<file path="config.mk">
export PLATFORM = sky130hd
export DESIGN_NAME = preview_fifo_wr_arb
export DESIGN_NICKNAME = d
export VERILOG_FILES = /design/src/rtl/preview_fifo_wr_arb.sv
export SDC_FILE = /design/constraint.sdc
export NUM_CORES = 1
export LEC_CHECK = 0
export BUFFER_PORTS_ARGS = -buffer_cell sky130_fd_sc_hd__buf_2
export CORE_ASPECT_RATIO = 1.2
export CORE_MARGIN = 5
export CORE_UTILIZATION = 45
export DETAILED_ROUTE_END_ITERATION = 16
export GPL_TIMING_DRIVEN = 1
export PLACE_DENSITY = 0.75
export SLEW_MARGIN = 20
export SYNTH_ARGS = -nofsm -noshare
export SYNTH_HDL_FRONTEND = slang
export SYNTH_SLANG_ARGS = --single-unit
</file>
<file path="constraint.sdc">
create_clock -name clk -period 4.4 [get_ports clk]
set_input_delay 0.66 -clock clk [delete_from_list [all_inputs] [get_ports clk]]
set_output_delay 0.66 -clock clk [all_outputs]
set_load 0.02 [all_outputs]
</file>
<file path="src/rtl/preview_fifo_wr_arb.sv">
// preview_fifo_wr_arb: two-source round-robin write scheduler for the preview_fifo 2-word write port.
// Latency: offer acked combinationally in cycle N, appears on registered wrreq/id0/id1 in cycle N+1.
// Backpressure: an offer is acked only when it fits whole in the space left after usedw and in-flight words.
// Ports:
//   clk, rst                 clock, asynchronous active-high reset
//   s0_cnt/d0/d1/ack         source 0 offer (0/1/2 words, 3 treated as none), held until s0_ack
//   s1_cnt/d0/d1/ack         source 1 offer, same encoding
//   wrreq, id0, id1          registered one-hot write request and data to preview_fifo
//   full, usedw              status from preview_fifo
module preview_fifo_wr_arb #(
  parameter int WIDTH  = 32,
  parameter int DEPTH  = 16,
  parameter int USED_W = $clog2(DEPTH),
  parameter bit MERGE  = 1'b1
) (
  input  logic              clk,
  input  logic              rst,
  input  logic [1:0]        s0_cnt,
  input  logic [WIDTH-1:0]  s0_d0,
  input  logic [WIDTH-1:0]  s0_d1,
  output logic              s0_ack,
  input  logic [1:0]        s1_cnt,
  input  logic [WIDTH-1:0]  s1_d0,
  input  logic [WIDTH-1:0]  s1_d1,
  output logic              s1_ack,
  output logic [2:0]        wrreq,
  output logic [WIDTH-1:0]  id0,
  output logic [WIDTH-1:0]  id1,
  input  logic [1:0]        full,
  input  logic [USED_W-1:0] usedw
);

  localparam logic [2:0] WR_NONE = 3'b001;
  localparam logic [2:0] WR_ONE  = 3'b010;
  localparam logic [2:0] WR_TWO  = 3'b100;

  localparam int              LIMIT_I = DEPTH - 2;
  localparam int              TWO_I   = 2;
  localparam logic [USED_W:0] LIMIT   = LIMIT_I[USED_W:0];
  localparam logic [USED_W:0] TWO_W   = TWO_I[USED_W:0];

  logic [2:0]       r_wrreq;
  logic [WIDTH-1:0] r_id0;
  logic [WIDTH-1:0] r_id1;
  logic             r_rr;

  logic [1:0]       w_inflight;
  logic [USED_W:0]  w_need;
  logic [USED_W:0]  w_avail;
  logic [1:0]       w_cnt0, w_cnt1;
  logic [1:0]       w_cp, w_cq;
  logic [WIDTH-1:0] w_dp0, w_dp1, w_dq0, w_dq1;
  logic             w_fit_p, w_fit_q, w_merge;
  logic             w_ack_p, w_ack_q;
  logic [2:0]       w_wrreq_nx;
  logic [WIDTH-1:0] w_id0_nx, w_id1_nx;
  logic             w_rr_nx;

  // Words already committed to the bus but not yet reflected in usedw.
  always_comb begin
    w_inflight = 2'd0;
    if (r_wrreq == WR_ONE) w_inflight = 2'd1;
    if (r_wrreq == WR_TWO) w_inflight = 2'd2;
  end

  // One bit wider than usedw so the subtraction clamps instead of wrapping.
  assign w_need  = {1'b0, usedw} + {{(USED_W-1){1'b0}}, w_inflight};
  assign w_avail = (w_need >= LIMIT) ? '0 : (LIMIT - w_need);

  assign w_cnt0 = (s0_cnt == 2'd3) ? 2'd0 : s0_cnt;
  assign w_cnt1 = (s1_cnt == 2'd3) ? 2'd0 : s1_cnt;

  // p is the current round-robin priority source, q the other one.
  assign w_cp  = r_rr ? w_cnt1 : w_cnt0;
  assign w_cq  = r_rr ? w_cnt0 : w_cnt1;
  assign w_dp0 = r_rr ? s1_d0  : s0_d0;
  assign w_dp1 = r_rr ? s1_d1  : s0_d1;
  assign w_dq0 = r_rr ? s0_d0  : s1_d0;
  assign w_dq1 = r_rr ? s0_d1  : s1_d1;

  assign w_fit_p = (w_cp != 2'd0) && ({{(USED_W-1){1'b0}}, w_cp} <= w_avail) && (full == 2'b00);
  assign w_fit_q = (w_cq != 2'd0) && ({{(USED_W-1){1'b0}}, w_cq} <= w_avail) && (full == 2'b00);
  assign w_merge = MERGE && (w_cp == 2'd1) && (w_cq == 2'd1) && (w_avail >= TWO_W) && (full == 2'b00);

  always_comb begin
    w_ack_p    = 1'b0;
    w_ack_q    = 1'b0;
    w_wrreq_nx = WR_NONE;
    w_id0_nx   = r_id0;
    w_id1_nx   = r_id1;
    w_rr_nx    = r_rr;
    if (w_merge) begin
      w_ack_p    = 1'b1;
      w_ack_q    = 1'b1;
      w_wrreq_nx = WR_TWO;
      w_id0_nx   = w_dp0;
      w_id1_nx   = w_dq0;
      w_rr_nx    = ~r_rr;
    end else if (w_fit_p) begin
      w_ack_p    = 1'b1;
      w_wrreq_nx = (w_cp == 2'd2) ? WR_TWO : WR_ONE;
      w_id0_nx   = w_dp0;
      w_id1_nx   = (w_cp == 2'd2) ? w_dp1 : '0;
      w_rr_nx    = ~r_rr;
    end else if (w_fit_q) begin
      // Winner is q, so the pointer moves to p: p keeps priority next cycle.
      w_ack_q    = 1'b1;
      w_wrreq_nx = (w_cq == 2'd2) ? WR_TWO : WR_ONE;
      w_id0_nx   = w_dq0;
      w_id1_nx   = (w_cq == 2'd2) ? w_dq1 : '0;
      w_rr_nx    = r_rr;
    end
  end

  assign s0_ack = ~rst & (r_rr ? w_ack_q : w_ack_p);
  assign s1_ack = ~rst & (r_rr ? w_ack_p : w_ack_q);

  always_ff @(posedge clk or posedge rst) begin
    if (rst) begin
      r_wrreq <= WR_NONE;
      r_id0   <= '0;
      r_id1   <= '0;
      r_rr    <= 1'b0;
    end else begin
      r_wrreq <= w_wrreq_nx;
      r_id0   <= w_id0_nx;
      r_id1   <= w_id1_nx;
      r_rr    <= w_rr_nx;
    end
  end

  assign wrreq = r_wrreq;
  assign id0   = r_id0;
  assign id1   = r_id1;

endmodule

</file>
* Yosys cells after proc, flatten, opt, wreduce, memory -nomap -nowiden
Cells that the tools add are included.
** Word-level totals
- Flip-flop bits (word level) :: 68
- Input bits :: 140
- Output and inout bits :: 69
** Cells by class
- Add/sub/neg operators :: 2
- $lt $le $gt $ge :: 4
- Equal/unequal tests :: 8
- Mux-type cells :: 33
- Bitwise logic cells :: 4
- Reductions and logical operators :: 12
** Operators with widths (number)
- $mux W32 :: 12
- $mux W3 :: 5
- $le A2 B5 Y1 :: 2
- $mux W1 :: 10
- $mux W2 :: 5
- $eq A2 B2 Y1 const B :: 4
- $logic_and A1 B1 Y1 :: 7
- $reduce_bool A2 Y1 :: 3
- $add A4 B2 Y5 :: 1
- $ge A5 B2 Y1 const B :: 1
- $ge A5 B4 Y1 const B :: 1
- $mux W5 :: 1
- $sub A4 B5 Y5 const A :: 1
- $eq A2 B1 Y1 const B :: 2
- $eq A3 B2 Y1 const B :: 1
- $eq A3 B3 Y1 const B :: 1
- $reduce_bool A3 Y1 :: 1
- $and A1 B1 Y1 :: 2
- $logic_not A2 Y1 :: 1
- $not A1 Y1 :: 2

* Longest topological paths before layout
Gate-level depths: netlist of the first run.
- Word-level depth :: 14
- Mapped depth :: 18

* Least setup slack after synthesis of the first run
OpenSTA, ideal clock, no wires.
- Path kind :: input-to-output
- From :: input port usedw[0]
- To :: output port s1_ack
- Data arrival time :: 4.274 ns
- Path slack :: -0.534 ns
- Stages :: 15
- Path buffers :: 2
- Cells stage by stage :: ha_1 -> fa_1 -> ha_1 -> a21oi_1 -> nor2_1 -> nand2_1 -> and3_1 -> ha_1 -> nor2_1 -> a221oi_1 -> o41a_1 -> or3_1 -> buf_2 -> buf_4 -> a311oi_2
** On the way
- Longest elaborated chain between the ends :: 11
- Elaborated cells between the ends (all ways) :: 20
- Classes of those cells :: add/sub (2); order compare (4); mux (7); bitwise (1); reduce/logical (6)
** RTL lines
- start: declaration :: RTL line 30 : input logic [USED_W-1:0] usedw
- $add A4 B2 Y5 (*) :: RTL line 67 : assign w_need = {1'b0, usedw} + {{(USED_W-1){1'b0}}, w_inflight};
- $sub A4 B5 Y5 / $ge A5 B4 Y1 (equally long branches) :: RTL line 68 : assign w_avail = (w_need >= LIMIT) ? '0 : (LIMIT - w_need);
- $mux W5 (*) :: RTL line 68
- $le A2 B5 Y1 :: RTL line 82 : assign w_fit_q = (w_cq != 2'd0) && ({{(USED_W-1){1'b0}}, w_cq} <= w_avail) && (full == 2'b00);
- $logic_and A1 B1 Y1 (2 in series) :: RTL line 82
- $mux W1 :: RTL line 105 : end else if (w_fit_q) begin
- $mux W1 :: RTL line 99 : end else if (w_fit_p) begin
- $mux W1 :: RTL line 92 : if (w_merge) begin
- $mux W1 (*) :: RTL line 116 : assign s1_ack = ~rst & (r_rr ? w_ack_p : w_ack_q);
- $and A1 B1 Y1 (*) :: RTL line 116
- end: declaration :: RTL line 25 : output logic s1_ack,
Mark *: on every way between the ends. The rest lies on a longest branch, timed or not.

* Worst setup path after layout of the first run
- From :: register r_wrreq[0] (netlist: wrreq[0])
- To :: output port s1_ack
** On the way
- Longest elaborated chain between the ends :: 14
- Elaborated cells between the ends (all ways) :: 24
- Classes of those cells :: add/sub (2); order compare (4); eq/ne (2); mux (9); bitwise (1); reduce/logical (6)
** RTL lines
- start: declaration :: RTL line 42 : logic [2:0] r_wrreq;
- start signal: assignment :: RTL line 125 : r_wrreq <= w_wrreq_nx;
- $eq A3 B2 Y1 :: RTL line 62 : if (r_wrreq == WR_ONE) w_inflight = 2'd1;
- $mux W1 :: RTL line 62
- $mux W2 (*) :: RTL line 63 : if (r_wrreq == WR_TWO) w_inflight = 2'd2;
- $add A4 B2 Y5 (*) :: RTL line 67
- $sub A4 B5 Y5 / $ge A5 B4 Y1 (equally long branches) :: RTL line 68
- $mux W5 (*) :: RTL line 68
- $le A2 B5 Y1 :: RTL line 82
- $logic_and A1 B1 Y1 (2 in series) :: RTL line 82
- $mux W1 :: RTL line 105
- $mux W1 :: RTL line 99
- $mux W1 :: RTL line 92
- $mux W1 (*) :: RTL line 116
- $and A1 B1 Y1 (*) :: RTL line 116
Marked as above.

==> results of run 1 <==
worst reg2reg max path, cell delays in order (launching register included):
cell	delay, ns
dfstp_2	0.54
nor3b_2	0.05
ha_4	0.16
fa_1	0.58
ha_2	0.21
a21oi_4	0.05
nor2_4	0.12
nand2_2	0.07
and3_4	0.22
ha_1	0.29
o21ba_2	0.14
nand2_1	0.06
o221ai_1	0.24
a211oi_2	0.08
buf_4	0.18
o21ai_4	0.43
buf_12	0.31
o32ai_1	0.17
a211oi_1	0.21
cells by family (layout without fill, tap and decap cells):
| group | count (synthesis) | in the layout | share of synthesized area |
|---|---|---|---|
| AOI/OAI and AO/OA | 235 | 236 | 0.347 |
| xor gates and xnor gates | 2 | 2 | 0.00335 |
| adders and majority gates | 7 | 7 | 0.0182 |
| buffers and inverters | 78 | 266 | 0.0617 |
| DFF | 68 | 68 | 0.325 |
| muxes | 35 | 35 | 0.0748 |
| and+or+nand+nor | 195 | 195 | 0.170 |
placed cells by master, fill, tap and decap left out, drive strengths merged, types with 2 or more instances in the layout:
cell type	synthesis	final
a211oi	36	36
a21boi	2	2
a21oi	36	36
a22o	15	15
a31oi	33	33
a32o	17	17
a32oi	15	15
and3	2	2
buf	23	244
clkbuf	48	11
clkinv	0	3
dfrtp	67	67
ha	6	6
inv	7	7
mux2	33	33
mux2i	2	2
nand2	53	53
nand2b	5	5
nand3	51	51
nor2	41	41
nor3	35	35
nor3b	2	2
o21ai	4	5
o22ai	33	33
o32ai	32	32
xnor2	2	2
flip-flops by register name, indices dropped and copies added (netlist names):
signal / flops
id0: 32
id1: 32
wrreq: 3
r_rr: 1
worst max-delay path by stage:
stage,slack (ns),endpoint,from
2_1_floorplan,-0.18,s1_ack,wrreq[0]$_DFF_PP1_
3_3_place_gp,-0.006,s1_ack,usedw[0]
3_5_place_dp,-0.05,s1_ack,usedw[0]
4_1_cts,-0.22,s1_ack,wrreq[0]$_DFF_PP1_
5_1_grt,-0.40,s1_ack,wrreq[0]$_DFF_PP1_
6_report,-0.27,s1_ack,wrreq[0]$_DFF_PP1_
layer usage:
| layer | up-vias | track usage | routed length (um) |
|---|---|---|---|
| met5 | - | 0 | 0 |
| met4 | 0 | 0.106 | 599 |
| met3 | 54 | 0.0343 | 1280 |
| met2 | 287 | 0.415 | 8830 |
| met1 | 2946 | 0.319 | 7560 |
| li1 | 2813 | - | - |
report_power, final:
group          total (mW)  internal [mW]  switching (mW)
combinational        2.53           1.00            1.53
clock               0.664          0.393           0.272
sequential           1.12          0.939           0.178
total                4.31           2.33            1.98
timing repair:
| item | 4_1_cts | 5_1_grt |
|---|---|---|
| buffers inserted | 9 | 4 |
| pin swaps | 5 | 8 |
| cloned | 0 | 1 |
| gates resized for setup | 6 | 6 |
| setup endpoints to repair | 2 | 46 |
cell type report:
cell class	count	area, um^2	area share
well taps	157	196	0.0282
clock buffers	11	243	0.0349
flip-flops and latches	68	1710	0.245
repair buffers	244	1390	0.200
inverters	7	26.3	0.00377
clock inverters	4	26.3	0.00377
multi-input cells	475	3370	0.485
stage by stage:
| stage | setup slack, ns | setup TNS, ns | util |
|---|---|---|---|
| after global routing | -0.397 | -0.694 | 0.608 |
| final | -0.271 | -0.452 | 0.608 |
| after global placement | -0.00593 | -0.00593 | 0.570 |
| after detailed placement | -0.0484 | -0.0929 | 0.570 |
| after CTS | -0.219 | -0.348 | 0.602 |
| after floorplan | -0.176 | -0.258 | - |
==> results.md, run 1 <==
- Pleak: 2.78 nW
- Clk buf depth: 2
- Placement Cell Area: 6540 um^2
- Seq cells post-synth: 68
- Failing checks: setup timing
- Synth warn: 0
- R2R Path Start: wrreq[0]$_DFF_PP1_
- DIE WIDTH: 108 um
- Cells after Synth: 620
- 1st-iter DRT viols: 432
- Period minus WS final: 4.67 ns
- Max_slew headroom: 0.383
- Final Worst Setup Slack: -0.271 ns
- Post-synthesis sequential area ratio: 0.325
- Total GRT Usage: 0.248
- N_diodes: 0
- Clock Tree Root: clkbuf_16
- Crit path buf inv count: 1
- Most frequent cells after synthesis: dfrtp_1 (67), nand2_1 (53), nand3_1 (51)
- FF-to-FF setup slack: 0.18 ns
- Post-Syn Area per Cell: between 8 and 9 um^2
- FP Rows: 43
- Final wirelength: 18,300 um
- Maxcap violations: 0
- F_max: 214 MHz
- Final slew viol count: 0
- Max FO, Critical Path: 3
- Leading area contributor after synthesis: dfrtp_1
- Gr ovfl total: 0
- Via-to-Cell Ratio: around 6.3
- Max incr delay on CP: 0.58 ns
- CP Class: flip-flop to output pin
- Overall Power: 4.31 mW
- Finished Layout Cells: 966
- CP Capture Type: output pin
- CP max stage cell: fa_1
- RSZ-0062 raised after global routing: true
- Yosys cell types: 52
- WL per Instance: 18.9 um
- Input/output buffers: 208
- CTS tree: built
- First-pass GRT wire length: 27,900 um
- Clk_skew: 0.00760 ns
- Power per cell area: 619 nW/um^2
- Design area: about 7000 um^2
- Final setup vio count: 2
- WP depth: 15
- Top-area cell type share of the netlist area: 0.320
- Vias in the first global route: roughly 5,700
- Peak supply drop: around 0.00032 V
- Ys async rst share: 1.00
- Syn Nets: 767
- DR DRC count: 0
- Final Hold Violating Endpoints: 0
- Most common cell in the synthesized netlist: dfrtp_1
- Cts bufs inserted: 9
- DP Cell Count: 937
- Min-Delay Path Class: flip-flop to flip-flop
- Max H-tree Level: 3
- Clock-pin transition on the worst setup and hold timing paths: ~0.060 ns
- Final Cycle Share: 1.06
- CP Cell Sequence: nor3b_2, ha_4, fa_1, ha_2, a21oi_4, nor2_4, nand2_2, and3_4, ha_4, nor2_4, nor2_2, o41a_1, or3_4, a311oi_4, buf_6
- Fillers: 1,040
- Worst-margin pin slew: 0.926 ns
- Critical Path RT: about 3.7 ns
- DRT Pass-1 Iters: 5
- Core ar.: between 10,000 and 15,000 um^2
- Hpwl dp: 12,500 um
- Initial antenna violation count: 0
- Die footprint: 13,900 um^2
- Gpl congestion: 0.894
- R2R cell count: 18
- Share of layout cells above drive strength 1: 0.407
- Kind of cell adding the most delay to the critical path: adder cells
- DRT antenna net count: 0
- WHS: 0.544 ns
- Starting Density: 0.457
- Via Count: 6,100
- Y dimension of the die: about 130 um
- I/O pins: 209
- Cell Area, Synth: 5240 um^2
- Nets: 952
- Clock Latency Late Sink: between 0.3 and 0.4 ns
- CP startpoint kind: flip-flop
- Largest net degree at the start of global routing: 77
- Hold wc startpoint: id1[24]$_DFFE_PP0N_
- Num Clock Sinks: 68
- Status: finished, violations left
- Main area contributors after synthesis: dfrtp_1 (32%), mux2_2 (7.1%), a211oi_1 (5.2%), nand3_1 (4.9%), a31oi_1 (3.9%)
- Post-synth EDFFs: 0
- Critical Path AT: ~4 ns
- CTS Hold Bufs: 0
- Hold Path Sink: id1[24]$_DFFE_PP0N_
- Area Growth Syn to Fin: 33.0%
- Top FF cell, synth: dfrtp_1
- R2R Path End: id0[14]$_DFFE_PP0N_
- Hold Crit Depth: 2
(Power assumes the default switching activity.)
==> run 2, diff against run 1 <==
PLACE_DENSITY = 0.8   (was 0.75)
==> run 2 against run 1 <==
Effect of this change: the flow still finishes with violations (setup timing); sequential power up 4%; critical path depth did not move; highest routed layer unchanged; non-clock buffer count unchanged; global-route usage is 0.82 points higher; count of clock-buffer cells in the layout stayed put.
==> results.md, run 2 (synthesis results as in run 1) <==
- Final Worst Setup Slack: -0.141 ns
- Clock Tree Root: clkbuf_16
- Final wirelength: 18,100 um
- Sequential Power Share: 0.265
- DR DRC count: 0
- Cts bufs inserted: 9
- DIE WIDTH: roughly 110 um
- Clk buf depth: 2
- Commonest non-fill, non-tap cell in the layout: buf_2
- Max H-tree Level: 3
- Period minus WS final: 4.54 ns
- Vias in the first global route: 5,816
- Switch Pwr: roughly 2 mW
- Area of the multi-input gates: approximately 3300 um^2
- Share of layout cells above drive strength 1: 0.408
- CTS tree: built
- Clock Latency Late Sink: between 0.3 and 0.4 ns
- FP Rows: 43
- Clock power share: 0.184
- First-pass GRT wire length: between 20,000 and 30,000 um
- Core ar.: 11,500 um^2
- DRT antenna net count: 0
- Hpwl dp: 12,500 um
- Critical Path RT: ~3.7 ns
- CP startpoint: wrreq[0]$_DFF_PP1_
- Status: finished, violations left
- Critical Path AT: roughly 3.9 ns
- Final setup vio count: 2
- Gpl congestion: roughly 0.85
- CP Capture Type: output pin
- Register area: 1710 um^2
- CP Class: flip-flop to output pin
- Peak supply drop: ~0.00031 V
- WL per Instance: 18.7 um
- Fillers: 989
- Input/output buffers: 208
- Most frequent cells in the layout: buf_2 (206), dfrtp_1 (66), nand2_1 (53), nand3_1 (51), nor2_1 (38)
- Total GRT Usage: 0.257
- CP startpoint kind: flip-flop
- F_max: 220 MHz
- Hold wc startpoint: id1[1]$_DFFE_PP0N_
- RSZ-0062 raised after global routing: true
- Placement Cell Area: between 6000 and 7000 um^2
- Design area: 6990 um^2
- Gr ovfl total: 0
- Y dimension of the die: between 100 and 150 um
- Maxcap violations: 0
- Worst-margin pin slew: 0.920 ns
- Starting Density: 0.457
- Max_slew headroom: 0.386
- Die footprint: 13,900 um^2
- Switching share of power: 0.447
- Num Clock Sinks: 68
- Final Cycle Share: 1.03
- DRT Pass-1 Iters: 6
- 1st-iter DRT viols: 528
- Largest net degree at the start of global routing: about 120
- Overall Power: ~4.4 mW
- Clock-pin transition on the worst setup and hold timing paths: 0.06 ns
- Power per cell area: 634 nW/um^2
- Logic gate share of total power: 0.552
- Via-to-Cell Ratio: 6.29
- Int Power: 2.45 mW
- Final slew viol count: 0
- Pre-CTS WS: -0.00662 ns
- Pleak: around 2.8 nW
- Via Count: 6,081
- Final Hold Violating Endpoints: 0
- Initial antenna violation count: 0
- WHS: 0.548 ns
- Area Growth Syn to Fin: 33.6%
- R2R Path Start: wrreq[0]$_DFF_PP1_
- Clk_skew: 0.00862 ns
- Nets: 951
- Failing checks: setup timing
- Min-Delay Path Class: flip-flop to flip-flop
- I/O pins: 209
- Max FO, Critical Path: 3
==> run 2: metrics by stage <==
stage | std cells | utilization | TNS (ns)
2_1_floorplan | 620 | - | -0.258
3_3_place_gp | 937 | 0.569 | 0
3_5_place_dp | 937 | 0.569 | -0.00662
4_1_cts | 965 | 0.608 | -0.178
5_1_grt | 966 | 0.610 | -0.442
6_report | 967 | 0.610 | -0.158
==> run 2: cell type report <==
| type | instances | share of cell area |
|---|---|---|
| Clock buffer | 11 | 0.0361 |
| Tap cell | 157 | 0.0281 |
| Multi-Input combinational cell | 474 | 0.479 |
| Antenna cell | 1 | 0.000358 |
| Clock inverter | 5 | 0.0120 |
| Sequential cell | 68 | 0.244 |
| Timing Repair Buffer | 244 | 0.197 |
| Inverter | 7 | 0.00376 |
==> run 2: power groups by stage <==
stage	Combinational (mW)	Clock, mW	Sequential [mW]
finish	2.45	0.814	1.17
global route	2.65	0.856	1.21
CTS	2.44	0.826	1.17
detailed placement	2.41	0	1.17
global placement	2.33	0	1.16
floorplan	1.37	0	1.47
==> run 2: routing by layer <==
| metal | wire length, um | GRT usage |
|---|---|---|
| met5 | 0 | 0 |
| met2 | 8910 | 0.417 |
| met1 | 7440 | 0.332 |
| met4 | 548 | 0.129 |
| met3 | 1220 | 0.0358 |
==> run 2: repair_timing <==
| item | 4_1_cts | 5_1_grt |
|---|---|---|
| endpoints found under the setup margin | 2 | 6 |
| hold endpoints to repair | 0 | 0 |
| hold buffers | 0 | 0 |
| setup buffers | 12 | 1 |
| resized for setup | 5 | 2 |
| pin swaps | 2 | 3 |
==> run 2: worst max-delay path: stages, from the launching register on <==
cell	delay [ns]
dfstp_2	0.54
nor3b_2	0.06
ha_4	0.16
fa_1	0.56
ha_2	0.18
a21oi_2	0.04
nor2_2	0.12
nand2_1	0.08
and3_4	0.20
ha_4	0.22
nor2_4	0.12
nor2_2	0.05
o41a_1	0.40
or3_4	0.37
a311oi_4	0.30
buf_6	0.15
==> run 2: worst paths after layout <==
| path | to | depth (start not counted) | slack (ns) |
|---|---|---|---|
| worst max-delay path | s1_ack | 15 | -0.14 |
| worst max register to register | id0[16]$_DFFE_PP0N_ | 19 | 0.31 |
| max in group asynchronous | r_rr$_DFFE_PP0N_ | 3 | 3.07 |
| worst min register to register | id1[1]$_DFFE_PP0N_ | 2 | 0.55 |
| min in group asynchronous | id1[15]$_DFFE_PP0N_ | 3 | 0.66 |
| worst min-delay path | id1[1]$_DFFE_PP0N_ | 2 | 0.55 |
==> run 3, diff against run 2 <==
PLACE_DENSITY = unset   (was 0.8)
PLACE_DENSITY_LB_ADDON = 0.3   (was unset)
==> run 3 against run 2 <==
Effect of this change: the run still ends with setup timing left; clock skew down 0.0025 ns; cell count up 0.21%; setup slack worse by 0.11 ns; core utilization up 0.16 points; sequential cell count unchanged.
==> results.md, run 3 (synthesis results as in run 1) <==
- Status: finished, violations left
- Failing checks: setup timing
- Commonest non-fill, non-tap cell in the layout: buf_2
- 1st-iter DRT viols: 438
- Y dimension of the die: 128 um
- Max_slew headroom: 0.324
- Critical Path AT: 3.99 ns
- DR DRC count: 0
- CP Capture Type: output pin
- Overall Power: around 4.3 mW
- Final setup vio count: 2
- Clk_skew: 0.00613 ns
- Clock-pin transition on the worst setup and hold timing paths: 0.05 ns
- Vias in the first global route: 5,745
- R2R Path End: id0[8]$_DFFE_PP0N_
- CTS Hold Bufs: 0
- N_diodes: 0
- Hold Crit Depth: 2
- Power per cell area: ~600 nW/um^2
- Final Cycle Share: 1.06
- F_max: 215 MHz
- Final Worst Setup Slack: -0.248 ns
- FF-to-FF setup slack: 0.14 ns
- Most frequent cells in the layout: buf_2 (206), dfrtp_1 (66), nand2_1 (52), nand3_1 (51), nor2_1 (38)
- Period minus WS final: between 4 and 5 ns
- Core ar.: about 11,000 um^2
- RSZ-0062 raised after global routing: true
- CP Class: flip-flop to output pin
- Final Hold Violating Endpoints: 0
- Worst-margin pin slew: 1.01 ns
- Max H-tree Level: 3
- Final slew viol count: 0
- Area Growth Syn to Fin: 34.0%
- Pleak: 2.79 nW
- Total GRT Usage: 0.250
- Via Count: 6,000
- Gr ovfl total: 0
- Min-Delay Path Class: flip-flop to flip-flop
- Input/output buffers: between 200 and 250
- CP startpoint kind: flip-flop
- Final wirelength: ~18,000 um
- DRT Pass-1 Iters: 5
- Hold Path Sink: id1[9]$_DFFE_PP0N_
- Num Clock Sinks: 68
- FP Rows: 43
- WL per Instance: 18.6 um
- Maxcap violations: 0
- Clk buf depth: 2
- Initial antenna violation count: 0
- Gpl congestion: 0.863
- Setup_tns: -0.410 ns
- I/O pins: 209
- Cts bufs inserted: 9
- Critical Path RT: 3.74 ns
- Peak supply drop: between 0.0005 and 0.0006 V
- CTS tree: built
- DIE WIDTH: about 110 um
- Hold wc startpoint: id1[9]$_DFFE_PP0N_
- Starting Density: 0.457
- R2R Path Start: wrreq[0]$_DFF_PP1_
- Clock Tree Root: clkbuf_16
- Max FO, Critical Path: 3
- Largest net degree at the start of global routing: 99
- Clock Latency Late Sink: between 0.3 and 0.4 ns
- First-pass GRT wire length: between 20,000 and 30,000 um
- Die footprint: about 14,000 um^2
- Nets: 954
- Hpwl dp: around 13,000 um
- DRT antenna net count: 0
- Share of layout cells above drive strength 1: 0.413
- Via-to-Cell Ratio: about 6.2
- R2R cell count: 18
[run 3: through the flow]
step                      cell area (um^2)  utilization  hold WS (ns)  std cells  worst slack, ns
after global routing                  7010        0.612         0.566        969           -0.353
after floorplan                       5330            -         0.637        620           -0.176
after CTS                             6990        0.610         0.549        969           -0.177
final                                 7010        0.612         0.541        969           -0.248
after global placement                6570        0.573         0.528        939           0.0130
after detailed placement              6570        0.573         0.537        939          -0.0730
[run 3: critical path, stage by stage, from the launching register on]
cell and delay (ns):
dfstp_2 0.54, nor3b_2 0.06, ha_4 0.16, fa_1 0.58, ha_2 0.19, a21oi_2 0.04
nor2_2 0.15, nand2_2 0.10, and3_4 0.20, ha_4 0.22, nor2_4 0.12, nor2_2 0.05
o41a_1 0.41, or3_4 0.39, a311oi_4 0.28, buf_6 0.16
[run 3: final cells by class]
type                            count  area [um^2]
Sequential cell                    68         1710
Clock inverter                      3         20.0
Fill cell                        1035         4450
Clock buffer                       13          270
Multi-Input combinational cell    474         3370
Timing Repair Buffer              247         1420
Tap cell                          157          196
Inverter                            7         26.3
[run 3: how the worst max path moves through the flow]
stage	startpoint	depth (start not counted)	end	slack, ns
floorplan	wrreq[0]$_DFF_PP1_	16	s1_ack	-0.18
global placement	usedw[0]	16	s1_ack	0.01
CTS	wrreq[0]$_DFF_PP1_	15	s1_ack	-0.18
finish	wrreq[0]$_DFF_PP1_	15	s1_ack	-0.25
detailed placement	usedw[0]	16	s1_ack	-0.07
global route	wrreq[0]$_DFF_PP1_	15	s1_ack	-0.35
[run 3: repair_timing]
action / in CTS / in global routing
resized for setup: 8 / 4
buffers inserted: 16 / 0
pin swaps: 7 / 5
setup endpoints to repair: 2 / 29
[run 3: routing by layer]
layer  track usage  routed length, um  vias up
li1              -                  -     2820
met1         0.314               7460     2903
met2         0.421               8940      235
met3        0.0463               1080       42
met4         0.103                513        0
met5             0                  0        -
[run 3: where the power goes]
| group | total [mW] | internal, mW | switching, mW |
|---|---|---|---|
| combinational | 2.51 | 1.00 | 1.51 |
| clock | 0.700 | 0.427 | 0.274 |
| sequential | 1.12 | 0.939 | 0.184 |
| total | 4.34 | 2.37 | 1.97 |
